[src/rtl/io_uart_ctrl.sv]
// io_uart_ctrl
//   Processor IO-port front end for a UART: a TX FIFO feeding an 8N1
//   serializer, and a single-byte RX holding register fed by an external
//   receiver.
//
//   Port map (IO_port_ID):
//     0x01  read: RX byte (clears rx_full)   write: push TX byte
//     0x02  read: 0xFF if RX byte present, else 0x00
//     0x03  read: 0xFF if TX FIFO full, else 0x00
//     0x04  read: {4'b0, overflow, tx_empty, tx_busy, rx_full}
//           write: bit3 = 1 clears overflow
//
//   Ports:
//     clk100           system clock, all state on rising edge
//     reset            asynchronous, active-low
//     IO_port_ID       processor IO address
//     IO_write_data    processor write byte
//     IO_write_strobe  one write per high cycle
//     IO_read_strobe   one read per high cycle
//     IO_read_data     combinational read byte (0x00 when not strobed)
//     rx_data/rx_valid received byte from external receiver
//     rx_ready         RX holding register empty
//     uart_tx          serial line, idle high
//     tx_busy          serializer active
//
//   Serializer states:
//     state    | meaning
//     ST_IDLE  | line high, pops FIFO head when non-empty
//     ST_START | start bit (low), CLKS_PER_BIT cycles
//     ST_DATA  | 8 data bits LSB first, CLKS_PER_BIT cycles each
//     ST_STOP  | stop bit (high), CLKS_PER_BIT cycles
module io_uart_ctrl #(
  parameter int CLKS_PER_BIT = 868,
  parameter int TX_DEPTH     = 4
) (
  input  logic       clk100,
  input  logic       reset,
  input  logic [7:0] IO_port_ID,
  input  logic [7:0] IO_write_data,
  input  logic       IO_write_strobe,
  input  logic       IO_read_strobe,
  output logic [7:0] IO_read_data,
  input  logic [7:0] rx_data,
  input  logic       rx_valid,
  output logic       rx_ready,
  output logic       uart_tx,
  output logic       tx_busy
);

  localparam int AW = $clog2(TX_DEPTH);
  localparam int CW = AW + 1;
  localparam int BW = (CLKS_PER_BIT > 1) ? $clog2(CLKS_PER_BIT) : 1;

  localparam logic [BW-1:0] BAUD_LAST = BW'(CLKS_PER_BIT - 1);
  localparam logic [BW-1:0] BAUD_ONE  = BW'(1);
  localparam logic [CW-1:0] CNT_FULL  = CW'(TX_DEPTH);
  localparam logic [CW-1:0] CNT_ONE   = CW'(1);
  localparam logic [AW-1:0] PTR_ONE   = AW'(1);

  localparam logic [1:0] ST_IDLE  = 2'd0;
  localparam logic [1:0] ST_START = 2'd1;
  localparam logic [1:0] ST_DATA  = 2'd2;
  localparam logic [1:0] ST_STOP  = 2'd3;

  logic [1:0]    state_q, state_d;
  logic [BW-1:0] baud_q, baud_d;
  logic [2:0]    bit_idx_q, bit_idx_d;
  logic [7:0]    shift_q, shift_d;

  logic [7:0]    fifo_mem_q [TX_DEPTH];
  logic [7:0]    fifo_mem_d [TX_DEPTH];
  logic [AW-1:0] wr_ptr_q, wr_ptr_d;
  logic [AW-1:0] rd_ptr_q, rd_ptr_d;
  logic [CW-1:0] count_q, count_d;

  logic          rx_full_q, rx_full_d;
  logic [7:0]    rx_byte_q, rx_byte_d;
  logic          overflow_q, overflow_d;

  logic fifo_full, fifo_empty;
  logic wr_data, wr_status, rd_data;
  logic push, pop;

  // Full/empty come from registered count, so a push while full is dropped
  // even if the serializer pops in the same cycle.
  assign fifo_full  = (count_q == CNT_FULL);
  assign fifo_empty = (count_q == '0);

  assign wr_data   = IO_write_strobe && (IO_port_ID == 8'h01);
  assign wr_status = IO_write_strobe && (IO_port_ID == 8'h04);
  assign rd_data   = IO_read_strobe  && (IO_port_ID == 8'h01);

  assign push = wr_data && !fifo_full;
  assign pop  = (state_q == ST_IDLE) && !fifo_empty;

  assign tx_busy  = (state_q != ST_IDLE);
  assign rx_ready = ~rx_full_q;

  always_comb begin
    case (state_q)
      ST_START: uart_tx = 1'b0;
      ST_DATA:  uart_tx = shift_q[0];
      default:  uart_tx = 1'b1;
    endcase
  end

  always_comb begin
    IO_read_data = 8'h00;
    if (IO_read_strobe) begin
      case (IO_port_ID)
        8'h01:   IO_read_data = rx_byte_q;
        8'h02:   IO_read_data = {8{rx_full_q}};
        8'h03:   IO_read_data = {8{fifo_full}};
        8'h04:   IO_read_data = {4'b0, overflow_q, fifo_empty, tx_busy, rx_full_q};
        default: IO_read_data = 8'hFF;
      endcase
    end
  end

  always_comb begin
    fifo_mem_d = fifo_mem_q;
    wr_ptr_d   = wr_ptr_q;
    rd_ptr_d   = rd_ptr_q;
    count_d    = count_q;
    if (push) begin
      fifo_mem_d[wr_ptr_q] = IO_write_data;
      wr_ptr_d             = wr_ptr_q + PTR_ONE;
    end
    if (pop) begin
      rd_ptr_d = rd_ptr_q + PTR_ONE;
    end
    case ({push, pop})
      2'b10:   count_d = count_q + CNT_ONE;
      2'b01:   count_d = count_q - CNT_ONE;
      default: count_d = count_q;
    endcase
  end

  always_comb begin
    overflow_d = overflow_q;
    if (wr_data && fifo_full) begin
      overflow_d = 1'b1;
    end else if (wr_status && IO_write_data[3]) begin
      overflow_d = 1'b0;
    end
  end

  // Capture requires rx_full = 0 and clear requires rx_full = 1, so the two
  // can never collide in one cycle.
  always_comb begin
    rx_full_d = rx_full_q;
    rx_byte_d = rx_byte_q;
    if (rx_valid && !rx_full_q) begin
      rx_byte_d = rx_data;
      rx_full_d = 1'b1;
    end else if (rd_data && rx_full_q) begin
      rx_full_d = 1'b0;
    end
  end

  always_comb begin
    state_d   = state_q;
    baud_d    = baud_q;
    bit_idx_d = bit_idx_q;
    shift_d   = shift_q;
    case (state_q)
      ST_IDLE: begin
        if (!fifo_empty) begin
          shift_d = fifo_mem_q[rd_ptr_q];
          baud_d  = BAUD_LAST;
          state_d = ST_START;
        end
      end
      ST_START: begin
        if (baud_q == '0) begin
          baud_d    = BAUD_LAST;
          bit_idx_d = 3'd0;
          state_d   = ST_DATA;
        end else begin
          baud_d = baud_q - BAUD_ONE;
        end
      end
      ST_DATA: begin
        if (baud_q == '0) begin
          baud_d  = BAUD_LAST;
          shift_d = {1'b0, shift_q[7:1]};
          if (bit_idx_q == 3'd7) begin
            state_d = ST_STOP;
          end else begin
            bit_idx_d = bit_idx_q + 3'd1;
          end
        end else begin
          baud_d = baud_q - BAUD_ONE;
        end
      end
      ST_STOP: begin
        if (baud_q == '0) begin
          state_d = ST_IDLE;
        end else begin
          baud_d = baud_q - BAUD_ONE;
        end
      end
      default: state_d = ST_IDLE;
    endcase
  end

  always_ff @(posedge clk100 or negedge reset) begin
    if (!reset) begin
      state_q    <= ST_IDLE;
      baud_q     <= '0;
      bit_idx_q  <= '0;
      shift_q    <= '0;
      wr_ptr_q   <= '0;
      rd_ptr_q   <= '0;
      count_q    <= '0;
      rx_full_q  <= 1'b0;
      rx_byte_q  <= '0;
      overflow_q <= 1'b0;
      for (int i = 0; i < TX_DEPTH; i++) begin
        fifo_mem_q[i] <= '0;
      end
    end else begin
      state_q    <= state_d;
      baud_q     <= baud_d;
      bit_idx_q  <= bit_idx_d;
      shift_q    <= shift_d;
      wr_ptr_q   <= wr_ptr_d;
      rd_ptr_q   <= rd_ptr_d;
      count_q    <= count_d;
      rx_full_q  <= rx_full_d;
      rx_byte_q  <= rx_byte_d;
      overflow_q <= overflow_d;
      fifo_mem_q <= fifo_mem_d;
    end
  end

endmodule

[config.mk]
export PLATFORM = sky130hd
export DESIGN_NAME = io_uart_ctrl
export DESIGN_NICKNAME = d
export VERILOG_FILES = /design/src/rtl/io_uart_ctrl.sv
export SDC_FILE = /design/constraint.sdc
export NUM_CORES = 1
export LEC_CHECK = 0
export ABC_CLOCK_PERIOD_IN_PS = 5360
export BUFFER_PORTS_ARGS = -buffer_cell sky130_fd_sc_hd__clkbuf_2
export CORE_MARGIN = 2
export CORE_UTILIZATION = 60
export DETAILED_ROUTE_END_ITERATION = 7
export PLACE_DENSITY = 0.81
export SETUP_SLACK_MARGIN = 0.05
export SKIP_CTS_REPAIR_TIMING = 1
export SYNTH_ARGS = -nofsm -noshare
export SYNTH_HDL_FRONTEND = slang
export SYNTH_SLANG_ARGS = --single-unit
[constraint.sdc]
create_clock -name clk100 -period 5.36 [get_ports clk100]
set_clock_uncertainty 0.2 [all_clocks]
set_input_delay 0.268 -clock clk100 [delete_from_list [all_inputs] [get_ports clk100]]
set_output_delay 0.268 -clock clk100 [all_outputs]
set_load 0.03 [all_outputs]
Word level (Yosys, flattened, before mapping)
Index checks and enable logic that the tools add are counted.
{ "op_classes": {"n_addsub": 6, "n_lt_le_gt_ge": 3, "n_eq_ne": 18, "n_mux": 31, "bitwise": 3, "n_reduce_logical": 27} }
{ "op_table": {"columns": ["cell", "n"], "rows": [
  ["$mux 8", 6],
  ["$bwmux 32", 1],
  ["$pmux 8 s4", 1],
  ["$mux 10", 3],
  ["$pmux 10 s3", 1],
  ["$bmux 8 s2", 1],
  ["$demux 8 s2", 1],
  ["$eq 8x2->1 const B", 2],
  ["$pmux 8 s2", 1],
  ["$ne 2x2->1 const B", 7],
  ["$pmux 3 s2", 2],
  ["$reduce_bool 2->1", 6],
  ["$logic_and 1x1->1", 10],
  ["$logic_not 10->1", 1],
  ["$mux 2", 5],
  ["$sub 10x1->10 const B", 1],
  ["$mux 3", 3],
  ["$eq 8x1->1 const B", 1],
  ["$eq 8x3->1 const B", 1],
  ["$pmux 2 s4", 1],
  ["$add 3x1->3 const B", 2],
  ["$eq 2x2->1 const B", 3],
  ["$eq 3x3->1 const B", 2],
  ["$ge 3x3->1 const B", 2],
  ["16 further kinds", 24]
]} }
{ "totals": {"ff_bits": 72, "inputBits": 29, "output_inout_bits": 11} }

Longest topological paths before layout
Gate-level depths: netlist of the first run.
{ "logic_depth": {"depth_word": 6, "ltp_mapped": 10, "depth_no_buf": 10} }

Worst setup path after synthesis of the first run
No wires, ideal clock.
{ "synth_timing": {"path_kind": "input to output", "from": "in IO_port_ID[7]", "to": "out IO_read_data[2]", "arrival_time_ps": 2430, "path_slack_ps": 2462, "stages": 5, "n_path_buf": 1, "cell_sequence": "or4_4 > nor4_4 > buf_4 > a22oi_1 > a21boi_0"} }
{ "synth_via": {"elab_chain_len": 3, "word_cells_on_any_way": 6} }
{ "synth_lines": {"columns": ["item", "line", "text"], "rows": [
  ["start: declaration", "38", "input logic [7:0] IO_port_ID,"],
  ["$eq 8x3->1, or another cell as far along", "110", "case (IO_port_ID)"],
  ["$pmux 8 s4 *", "110", null],
  ["$mux 8 *", "109", "if (IO_read_strobe) begin"],
  ["end: declaration", "42", "output logic [7:0] IO_read_data,"]
]} }
Mark *: on every way between the ends. The rest lies on a longest branch, timed or not.

Worst setup path in the final report of the first run
{ "layout_timing": {"from": "in IO_port_ID[7]", "to": "reg count_q[1]"} }
{ "layout_via": {"elab_chain_len": 5, "word_cells_on_any_way": 7} }
{ "layout_lines": {"columns": ["item", "line", "text"], "rows": [
  ["$eq 8x1->1 *", "89", "assign wr_data = IO_write_strobe && (IO_port_ID == 8'h01);"],
  ["$logic_and 1x1->1 *", "89", null],
  ["$logic_and 1x1->1 *", "93", "assign push = wr_data && !fifo_full;"],
  ["$eq 2x1->1 / $eq 2x2->1 (equally long branches)", "132", "case ({push, pop})"],
  ["$pmux 3 s2 / $reduce_bool 2->1 (equally long branches)", null, null],
  ["end signal: assignment", "229", "count_q <= count_d;"],
  ["end: declaration", "74", "logic [CW-1:0] count_q, count_d;"]
]} }
Marks and branches as above.
A chain may end at the register's enable or synchronous reset.

==> reports/results.ini, run 1 <==
[synthesis]
async_reset_ff_share_pct = 100.0
synthFlopType = dfrtp_1
synth_edf_count = 0
synth_cells = 318
synth_area_sq_um = 3827
synth_cell_types = 53
ys_seq_area_share_pct = 47.07
synth_seq_cells = 72
syn_avg_cell_area_sq_um = 12.04
yosys_warnings = 0
synth_nets = 362

[sta]
finalSetupTns_ns = 0
layout_setup_ws_ns = 2.423
min_period_over_period_pct = 54.80
rsz0062_at_grt = false
maxSlewHeadroom_pct = 28.33
fmax_ghz = 0.3405
worst_pin_slew_ns = 1.067
hold_ws_ns = -0.07034
hold_viol = 72
final-max-slew-violation-count = 0
finalSetupViolCount = 0
min_period_ns = 2.937

[placement]
port_buffers = 39
pre_cts_slack_ns = 2.078
gp_congestion = 0.8692
hpwl_mm = 5.120
dpl-instance-area_sq_um = 4080

[worst_setup_path]
arrival_ns = 3.00
crit_family = simple AND/OR/NAND/NOR gates
critPathBufInv = 2
worstSetupStartpointType = input port
cp.required_ns = 5.42
cp_slowest_cell = nor4_4
slowest_delay_ns = 0.89
crit_chain = clkbuf_2, or4_4, nor4_4, nand2_1, ha_1, inv_1, fa_1, o21ai_0
critPathMaxFanout = 15
crit_path_end_kind = register
crit_type = input port to register

[cells_and_area]
antenna-diode-count = 0
final_area_sq_um = 4367
final_util_pct = 69.97
fillers = 444
drive_gt1_share_pct = 33.33
syn2layout_area_growth_pct = 14.09
final_nets = 411

[clock_tree]
h-tree-depth = 3
cts_made_buffers = 9
numClockSinks = 72
clk_path_buf_depth = 2
cts_tree = done
clk_pin_slew_ns = 0.08
clkLatencyLatePin_ns = 0.34
root_buffer = clkbuf_8

[floorplan]
fp.coreArea_sq_um = 6241
initial_core_util_pct = 61.33
fp.dieH_um = 83.87
die_x_um = 83.87
dieArea_sq_um = 7034
io_pins = 40
core.rowCount = 29

[run_status]
violations = hold timing
status = complete, but fails checks

[grt]
grt_max_degree = 73
grt_pass1_vias = 2760
antenna_found_initial = 0
grt_pass1_wl_mm = 12.85
grt-ovfl-total = 0
grt_usage_pct = 23.13

[power_and_ir_drop]
pwr-share-clk_pct = 21.5
leakage_nw = 2.047
ir_worst_vdd_mv = 0.3204
power.internal_mw = 1.221
p_comb_share_pct = 39.0
p_per_area_nw_per_um2 = 455.1
p_seq_share_pct = 39.5
p_sw_mw = 0.7663
p_sw_share_pct = 38.55
total_power_mw = 1.987

[min_path]
hold_path.class = input port to asynchronous set/reset pin

[route]
vias = 2694
drc = 0
drtPass1Iterations = 4
drt-total-wl_mm = 7.590
drtAntennaViolNets = 0
viasPerCell = 6.000
wl_per_cell_um = 16.90
drt_iter0_markers = 145

[run]
cap_violations = 0

==> cell usage in the layout, fill, tap and decap left out, drive strengths merged, types with 2 or more instances in the layout <==
| master | Yosys | final |
|---|---|---|
| o31ai | 3 | 3 |
| xnor2 | 3 | 3 |
| or4 | 4 | 4 |
| a21oi | 4 | 4 |
| a22oi | 7 | 7 |
| o2bb2ai | 3 | 3 |
| nor2 | 6 | 6 |
| and2 | 2 | 2 |
| xor2 | 3 | 3 |
| nand2b | 2 | 2 |
| nand2 | 32 | 32 |
| nand3 | 8 | 8 |
| a22o | 6 | 6 |
| mux2i | 3 | 3 |
| or3b | 2 | 2 |
| ha | 14 | 14 |
| o211ai | 4 | 4 |
| buf | 3 | 2 |
| nor4 | 5 | 5 |
| dlygate4sd3 | 0 | 9 |
| a41oi | 2 | 2 |
| nor2b | 4 | 4 |
| nor3 | 7 | 7 |
| clkinv | 0 | 3 |
| or3 | 3 | 3 |
| dfrtp | 72 | 72 |
| mux4 | 8 | 8 |
| clkbuf | 8 | 48 |
| mux2 | 49 | 49 |
| a32o | 2 | 2 |
| a21boi | 8 | 8 |
| inv | 15 | 16 |
| a31oi | 3 | 3 |
| o21ai | 8 | 8 |
==> through the flow <==
step / cells / hold slack [ns]
after floorplan: 318 / -0.2276
after global placement: 424 / 0.2816
final: 449 / -0.07034
after CTS: 440 / -0.06048
after global routing: 449 / 0.001020
after detailed placement: 424 / 0.2883
==> worst reg2reg max path, delay by kind of cell (launching register included) <==
kind / cells / cell delay (ns)
simple gates: 4 / 1.13
fa+ha+maj: 2 / 0.57
flops: 1 / 0.44
xor+xnor: 2 / 0.30
buf+inv: 1 / 0.06
==> kinds of logic (layout without fill, tap and decap cells) <==
kind of cell,count (synthesis),after routing,synth area share (%)
AO/OA/AOI/OAI,59,59,11.57
XOR/XNOR,6,6,1.373
adder cells (fa/ha/maj),15,15,5.100
buffers and inverters,26,80,2.680
flip-flops,72,72,47.07
multiplexers,60,60,19.91
AND/OR/NAND/NOR,80,80,12.29
==> metal layers <==
layer,wire (um),vias to the layer above,track usage (%)
li1,-,1284,-
met4,80,0,8.944
met2,3808,47,38.69
met1,3463,1356,29.51
met3,237,7,5.143
met5,0,-,0
==> final timing paths <==
check | slack [ns] | cells after the start | to | start
max in group asynchronous | 4.46 | 2 | fifo_mem_q[19] | reset
max | 2.42 | 8 | count_q[1] | IO_port_ID[7]
min in group clk100 | 0.01 | 2 | fifo_mem_q[4] | IO_write_data[4]
min | -0.07 | 2 | shift_q[5] | reset
max reg2reg | 2.61 | 9 | count_q[2] | count_q[0]
min reg2reg | 0.31 | 1 | fifo_mem_q[8] | fifo_mem_q[8]
==> state kept, by name (all words and copies together) (netlist names) <==
name,flops
fifo_mem_q,32
baud_q,10
rx_byte_q,8
shift_q,8
bit_idx_q,3
count_q,3
rd_ptr_q,2
state_q,2
wr_ptr_q,2
overflow_q,1
rx_full_q,1
==> Yosys cell counts (4+ instances only) <==
cell type	n	area, sq um
inv_1	15	56.30
dfrtp_1	72	1802
o21ai_0	8	40.04
a21boi_0	8	60.06
nor3_1	7	35.03
nor4_1	4	25.02
mux2_2	49	551.8
clkbuf_1	8	30.03
nand3_4	4	70.07
mux4_2	8	180.2
a22oi_1	7	52.55
a22o_1	6	52.55
nand2_1	32	120.1
nand3_1	4	20.02
nor2_1	6	22.52
nor2b_1	4	25.02
ha_1	14	175.2
o211ai_1	4	30.03
==> area by class of cell <==
| type | count | area, sq um | share of cell area [%] |
|---|---|---|---|
| multi-input combinational | 220 | 1923 | 44.04 |
| sequential | 72 | 1802 | 41.26 |
| timing repair buffer | 49 | 292.8 | 6.705 |
| clock buffer | 10 | 127.6 | 2.923 |
| tap | 77 | 96.34 | 2.206 |
| clock inverter | 6 | 68.82 | 1.576 |
| inverter | 15 | 56.30 | 1.289 |
==> power by group through the flow <==
stage / Sequential, mW / Combinational [mW] / Clock [mW]
finish: 0.785 / 0.776 / 0.426
global route: 0.802 / 0.871 / 0.457
CTS: 0.783 / 0.770 / 0.435
detailed placement: 0.790 / 0.766 / 0
global placement: 0.784 / 0.740 / 0
floorplan: 0.722 / 0.655 / 0
Note: power is estimated with default switching activity, not from simulation.
==> run 2, diff against run 1 <==
--- a/config.mk
+++ b/config.mk
@@ -5,12 +5,12 @@
 export SDC_FILE = /design/constraint.sdc
 export NUM_CORES = 1
 export LEC_CHECK = 0
-export ABC_CLOCK_PERIOD_IN_PS = 5360
+export ABC_CLOCK_PERIOD_IN_PS = 2700
 export BUFFER_PORTS_ARGS = -buffer_cell sky130_fd_sc_hd__clkbuf_2
 export CORE_MARGIN = 2
-export CORE_UTILIZATION = 60
+export CORE_UTILIZATION = 53
 export DETAILED_ROUTE_END_ITERATION = 7
-export PLACE_DENSITY = 0.81
+export PLACE_DENSITY = 0.76
 export SETUP_SLACK_MARGIN = 0.05
 export SKIP_CTS_REPAIR_TIMING = 1
 export SYNTH_ARGS = -nofsm -noshare
==> constraint.sdc (replaced) <==
create_clock -name clk100 -period 2.7 [get_ports clk100]
set_clock_uncertainty 0.2 [all_clocks]
set_input_delay 0.135 -clock clk100 [delete_from_list [all_inputs] [get_ports clk100]]
set_output_delay 0.135 -clock clk100 [all_outputs]
set_load 0.03 [all_outputs]
==> reports/results.ini, run 2 (synthesized netlist as in run 1, its figures left out) <==
[run_status]
status = complete, but fails checks
violations = hold timing

[power_and_ir_drop]
power.internal_mw = 2.485  ; +100%
ir_worst_vdd_mv = 0.4379  ; +37%
leakage_nw = 2.178  ; +6.4%
total_power_mw = 4.098  ; +110%
p_sw_mw = 1.612  ; +110%
p_sw_share_pct = 39.35  ; +0.80 points
p_per_area_nw_per_um2 = 883.0  ; +94%
pwr-share-clk_pct = 20.7  ; -0.8 points
p_comb_share_pct = 42.0  ; +3.0 points
p_seq_share_pct = 37.3  ; -2.2 points

[cells_and_area]
top_regs = fifo_mem_q: 32 flops, baud_q: 10 flops
final_cell_mix = dfrtp_1 (71), mux2_2 (49), clkbuf_2 (38)
largest_register = fifo_mem_q
drive_gt1_share_pct = 36.18  ; +2.8 points
final_util_pct = 67.19  ; -2.8 points
syn2layout_area_growth_pct = 21.25
layout.cells.non_filler = 494  ; +10%
final_area_sq_um = 4641  ; +6.3%
final_nets = 437  ; +6.3%
largest_register_ffs = 32  ; unchanged
final_common_cell = dfrtp_1
antenna-diode-count = 0  ; unchanged

[placement]
gp_congestion = 0.8817  ; +1.4%
dp_cells = 450  ; +6.1%
port_buffers = 39  ; unchanged
hpwl_mm = 5.432  ; +6.1%
pre_cts_slack_ns = 0.1051  ; -1.973 ns
dpl-instance-area_sq_um = 4169  ; +2.2%

[clock_tree]
clkLatencyLatePin_ns = 0.36  ; +0.02 ns
clk_pin_slew_ns = 0.08  ; about the same
root_buffer = clkbuf_8
cts_tree = done
numClockSinks = 72  ; unchanged
h-tree-depth = 3  ; unchanged
clk_path_buf_depth = 2  ; unchanged
cts_made_buffers = 9  ; unchanged

[worst_setup_path]
worstSetupStartpointType = input port
r2r_cells = 10  ; +1
crit_type = input port to output port
arrival_ns = 2.21  ; -0.79 ns
crit_path_end_kind = output port
cp.required_ns = 2.37  ; -3.05 ns
critPathMaxFanout = 8  ; -7

[route]
drt_iter0_markers = 148  ; +2.1%
wl_met1_mm = 3.607  ; +4.2%
drc = 0  ; unchanged
drtPass1Iterations = 5  ; +1
viasPerCell = 5.630  ; -6.2%
drtAntennaViolNets = 0  ; unchanged
vias = 2781  ; +3.2%
drt-total-wl_mm = 7.858  ; +3.5%
wl_per_cell_um = 15.91  ; -5.9%
met2RoutedLength_mm = 3.845  ; +0.97%
route.met3.wl_um = 279  ; +18%
top_layer = met4

[sta]
min_period_over_period_pct = 94.10
final-max-slew-violation-count = 0  ; unchanged
worst_pin_slew_ns = 0.7908  ; -0.2763 ns
hold_ws_ns = -0.01039  ; +0.05995 ns
finalSetupViolCount = 0  ; unchanged
finalSetupTns_ns = 0  ; unchanged
hold_viol = 1  ; -99%
rsz0062_at_grt = false
fmax_ghz = 0.3936
maxSlewHeadroom_pct = 47.17  ; +19 points
layout_setup_ws_ns = 0.1592  ; -2.264 ns
min_period_ns = 2.541

[floorplan]
fp.dieH_um = 88.98  ; +6.1%
io_pins = 40  ; unchanged
core.rowCount = 30  ; +3.4%
initial_core_util_pct = 55.42  ; -5.9 points
fp.coreArea_sq_um = 6907  ; +11%
dieArea_sq_um = 7917  ; +13%
die_x_um = 88.98  ; +6.1%

[grt]
grt_usage_pct = 21.03  ; -2.1 points
grt_pass1_vias = 2723  ; -1.3%
antenna_found_initial = 0  ; unchanged
grt_pass1_wl_mm = 12.85  ; about the same
grt_max_degree = 44  ; -40%
grt-ovfl-total = 0  ; unchanged

[run]
cap_violations = 0  ; unchanged

[min_path]
hold_path.class = input port to register
worstHoldPathCells = 4

## run 2: changes by cell type in the layout (fill, tap and decap cells not counted), sizes merged
cell         delta
clkbuf          -1
inv             +5
bufinv          -1
buf            +14
clkinv          -2
dlygate4sd3    +12
clkinvlp        -1
## run 2: path summary, 6_finish.rpt
| kind | endpoint | from | slack (ns) |
|---|---|---|---|
| worst max-delay path | IO_read_data[5] | IO_port_ID[2] | 0.16 |
| worst min-delay path | wr_ptr_q[0] | IO_port_ID[3] | -0.01 |
| worst max register to register | count_q[2] | state_q[0] | 0.22 |
| worst min register to register | fifo_mem_q[7] | fifo_mem_q[7] | 0.31 |
| max in group asynchronous | count_q[2] | reset | 1.45 |
| min in group asynchronous | fifo_mem_q[6] | reset | 0.16 |
## run 2: worst max-delay path, stage by stage
cell and delay [ns]:
dlygate4sd3_1 0.54, clkbuf_2 0.15, or3b_2 0.48, a211oi_2 0.46, a21boi_0 0.20, clkbuf_2 0.23
## run 2: final cells by class
cell class	count	area (sq um)
Clock inverter	7	68.82
Sequential cell	72	1803
Tap cell	96	120.1
Timing Repair Buffer	75	530.5
Inverter	15	56.30
Fill cell	520	2266
Clock buffer	9	123.9
Multi-Input combinational cell	220	1938
## run 2: power by group through the flow
stage	Combinational (mW)	Sequential [mW]	Clock, mW
6_report	1.72	1.53	0.847
4_1_cts	1.58	1.54	0.861
5_1_grt	1.90	1.57	0.909
3_5_place_dp	1.58	1.56	0
2_1_floorplan	1.30	1.43	0
3_3_place_gp	1.55	1.54	0
## run 2: layer usage
layer	vias up	track usage (%)
li1	1331	-
met2	61	33.65
met5	-	0
met4	0	8.005
met1	1378	28.96
met3	11	3.601
==> run 3, diff against run 2 <==
--- a/config.mk
+++ b/config.mk
@@ -7,10 +7,10 @@
 export LEC_CHECK = 0
 export ABC_CLOCK_PERIOD_IN_PS = 2700
 export BUFFER_PORTS_ARGS = -buffer_cell sky130_fd_sc_hd__clkbuf_2
-export CORE_MARGIN = 2
+export CORE_MARGIN = 5
 export CORE_UTILIZATION = 53
 export DETAILED_ROUTE_END_ITERATION = 7
-export PLACE_DENSITY = 0.76
+export PLACE_DENSITY = 0.74
 export SETUP_SLACK_MARGIN = 0.05
 export SKIP_CTS_REPAIR_TIMING = 1
 export SYNTH_ARGS = -nofsm -noshare
==> reports/results.ini, run 3 (synthesized netlist as in run 1, its figures left out) <==
[floorplan]
io_pins = 40  ; unchanged
core.rowCount = 31  ; +3.3%
die_x_um = 94.98  ; +6.7%
initial_core_util_pct = 53.63  ; -1.8 points
dieArea_sq_um = 9021  ; +14%
fp.dieH_um = 94.98  ; +6.7%
fp.coreArea_sq_um = 7137  ; +3.3%

[placement]
dp_cells = 455  ; +1.1%
gp_congestion = 0.8511  ; -3.5%
pre_cts_slack_ns = 0.1178  ; +0.01273 ns
port_buffers = 39  ; unchanged
dpl-instance-area_sq_um = 4188  ; +0.45%
hpwl_mm = 5.695  ; +4.9%

[power_and_ir_drop]
ir_worst_vdd_mv = 0.3956  ; -9.7%
p_per_area_nw_per_um2 = 890.9  ; +0.90%
leakage_nw = 2.175  ; -0.13%

[worst_setup_path]
arrival_ns = 2.66  ; +0.45 ns
critPathMaxFanout = 5  ; -3
crit_type = register to register
crit_family = simple AND/OR/NAND/NOR gates
worstSetupStartpointType = register
crit_top_cell = xor2_1
crit_chain = or3b_2, and2_1, nand2_2, ha_2, inv_1, fa_1, xor2_1, nor2_1, xor2_1
cp.required_ns = 2.78  ; +0.41 ns
crit_path_end_kind = register
regToRegSetupSlack_ns = 0.12  ; -0.10 ns
slowest_delay_ns = 0.48  ; -0.06 ns
cp_slowest_cell = or3b_2
critPathBufInv = 1  ; -2

[sta]
min_period_over_period_pct = 95.66  ; +1.6 points
fmax_ghz = 0.3872  ; -1.6%
final-max-slew-violation-count = 0  ; unchanged
hold_viol = 0  ; -1
worst_pin_slew_ns = 0.7523  ; -0.03845 ns
hold_ws_ns = 0.04722  ; +0.05761 ns
layout_setup_ws_ns = 0.1171  ; -0.04214 ns
finalSetupTns_ns = 0  ; unchanged
rsz0062_at_grt = false
min_period_ns = 2.583  ; +0.04214 ns
maxSlewHeadroom_pct = 49.74  ; +2.6 points
finalSetupViolCount = 0  ; unchanged

[clock_tree]
clk_pin_slew_ns = 0.08  ; about the same
numClockSinks = 72  ; unchanged
cts_made_buffers = 9  ; unchanged
h-tree-depth = 3  ; unchanged
cts_tree = done
root_buffer = clkbuf_8
clkLatencyLatePin_ns = 0.36  ; about the same
clk_path_buf_depth = 2  ; unchanged

[cells_and_area]
syn2layout_area_growth_pct = 21.25  ; unchanged
final_area_sq_um = 4641  ; unchanged
final_cell_mix = dfrtp_1 (72), mux2_2 (49), clkbuf_2 (38)
final_nets = 437  ; unchanged
fillers = 555  ; +6.7%
layout.cells.non_filler = 497  ; +0.61%
final_common_cell = dfrtp_1
largest_register_ffs = 32  ; unchanged
largest_register = fifo_mem_q
antenna-diode-count = 0  ; unchanged
drive_gt1_share_pct = 35.68  ; -0.50 points
top_regs = fifo_mem_q: 32 flops, baud_q: 10 flops

[route]
viasPerCell = 5.640  ; +0.18%
drtPass1Iterations = 4  ; -1
wl_per_cell_um = 16.45  ; +3.4%
drc = 0  ; unchanged
drt-total-wl_mm = 8.177  ; +4.1%
vias = 2803  ; +0.79%
drt_iter0_markers = 93  ; -37%
drtAntennaViolNets = 0  ; unchanged

[run_status]
status = completed

[grt]
grt_pass1_wl_mm = 13.32  ; +3.6%
grt-ovfl-total = 0  ; unchanged
grt_max_degree = 50  ; +14%
grt_pass1_vias = 2794  ; +2.6%
grt_usage_pct = 19.03  ; -2.0 points
antenna_found_initial = 0  ; unchanged

[min_path]
hold_path.class = input port to register

[run]
cap_violations = 0  ; unchanged

==> run 3: cell count changes in the layout (fill, tap and decap cells not counted), sizes merged <==
cell         change
buf              -1
clkinv           -1
dlygate4sd3      +1
inv              +1
==> run 3: worst register-to-register path, cell delays in order, from the launching register on <==
cell and delay, ns:
dfrtp_1 0.44, or3b_2 0.48, and2_1 0.20, nand2_2 0.11, ha_2 0.20, inv_1 0.06, fa_1 0.37, xor2_1 0.15
nor2_1 0.13, xor2_1 0.18
==> run 3: path summary, 6_finish.rpt <==
path / startpoint / to / depth (start not counted)
worst max register to register: count_q[0] / count_q[2] / 9
max in group asynchronous: reset / count_q[0] / 3
min in group asynchronous: reset / shift_q[7] / 2
worst min-delay path: IO_port_ID[4] / wr_ptr_q[0] / 5
worst max-delay path: count_q[0] / count_q[2] / 9
worst min register to register: fifo_mem_q[8] / fifo_mem_q[8] / 1
==> run 3: per-layer routing <==
metal  up-vias  global-route usage, %  part of all wire, %
met5         -                      0                    0
met4         0                  6.611                  1.1
met3        13                  3.825                  3.1
met2        50                  30.95                   52
met1      1413                  25.40                   44
li1       1327                      -                    -
==> run 3: power by group <==
group          switching, mW  internal [mW]
registers              0.235           1.29
clock network          0.479          0.363
logic                  0.935          0.829
total                   1.65           2.49
==> run 3: area by class of cell <==
| type | count | area [sq um] | area share (%) |
|---|---|---|---|
| repair buffers | 75 | 533.0 | 11.49 |
| flip-flops and latches | 72 | 1802 | 38.82 |
| multi-input cells | 220 | 1936 | 41.71 |
| well taps | 99 | 123.9 | 2.669 |
| inverters | 15 | 56.30 | 1.213 |
| clock inverters | 7 | 66.31 | 1.429 |
| clock buffers | 9 | 123.9 | 2.669 |
==> run 3: through the flow <==
| stage | utilization (%) | total power [mW] |
|---|---|---|
| detailed placement | 58.68 | 3.206 |
| global route | 65.02 | 4.411 |
| global placement | 58.68 | 3.141 |
| CTS | 61.34 | 4.054 |
| floorplan | - | 2.734 |
| finish | 65.02 | 4.135 |
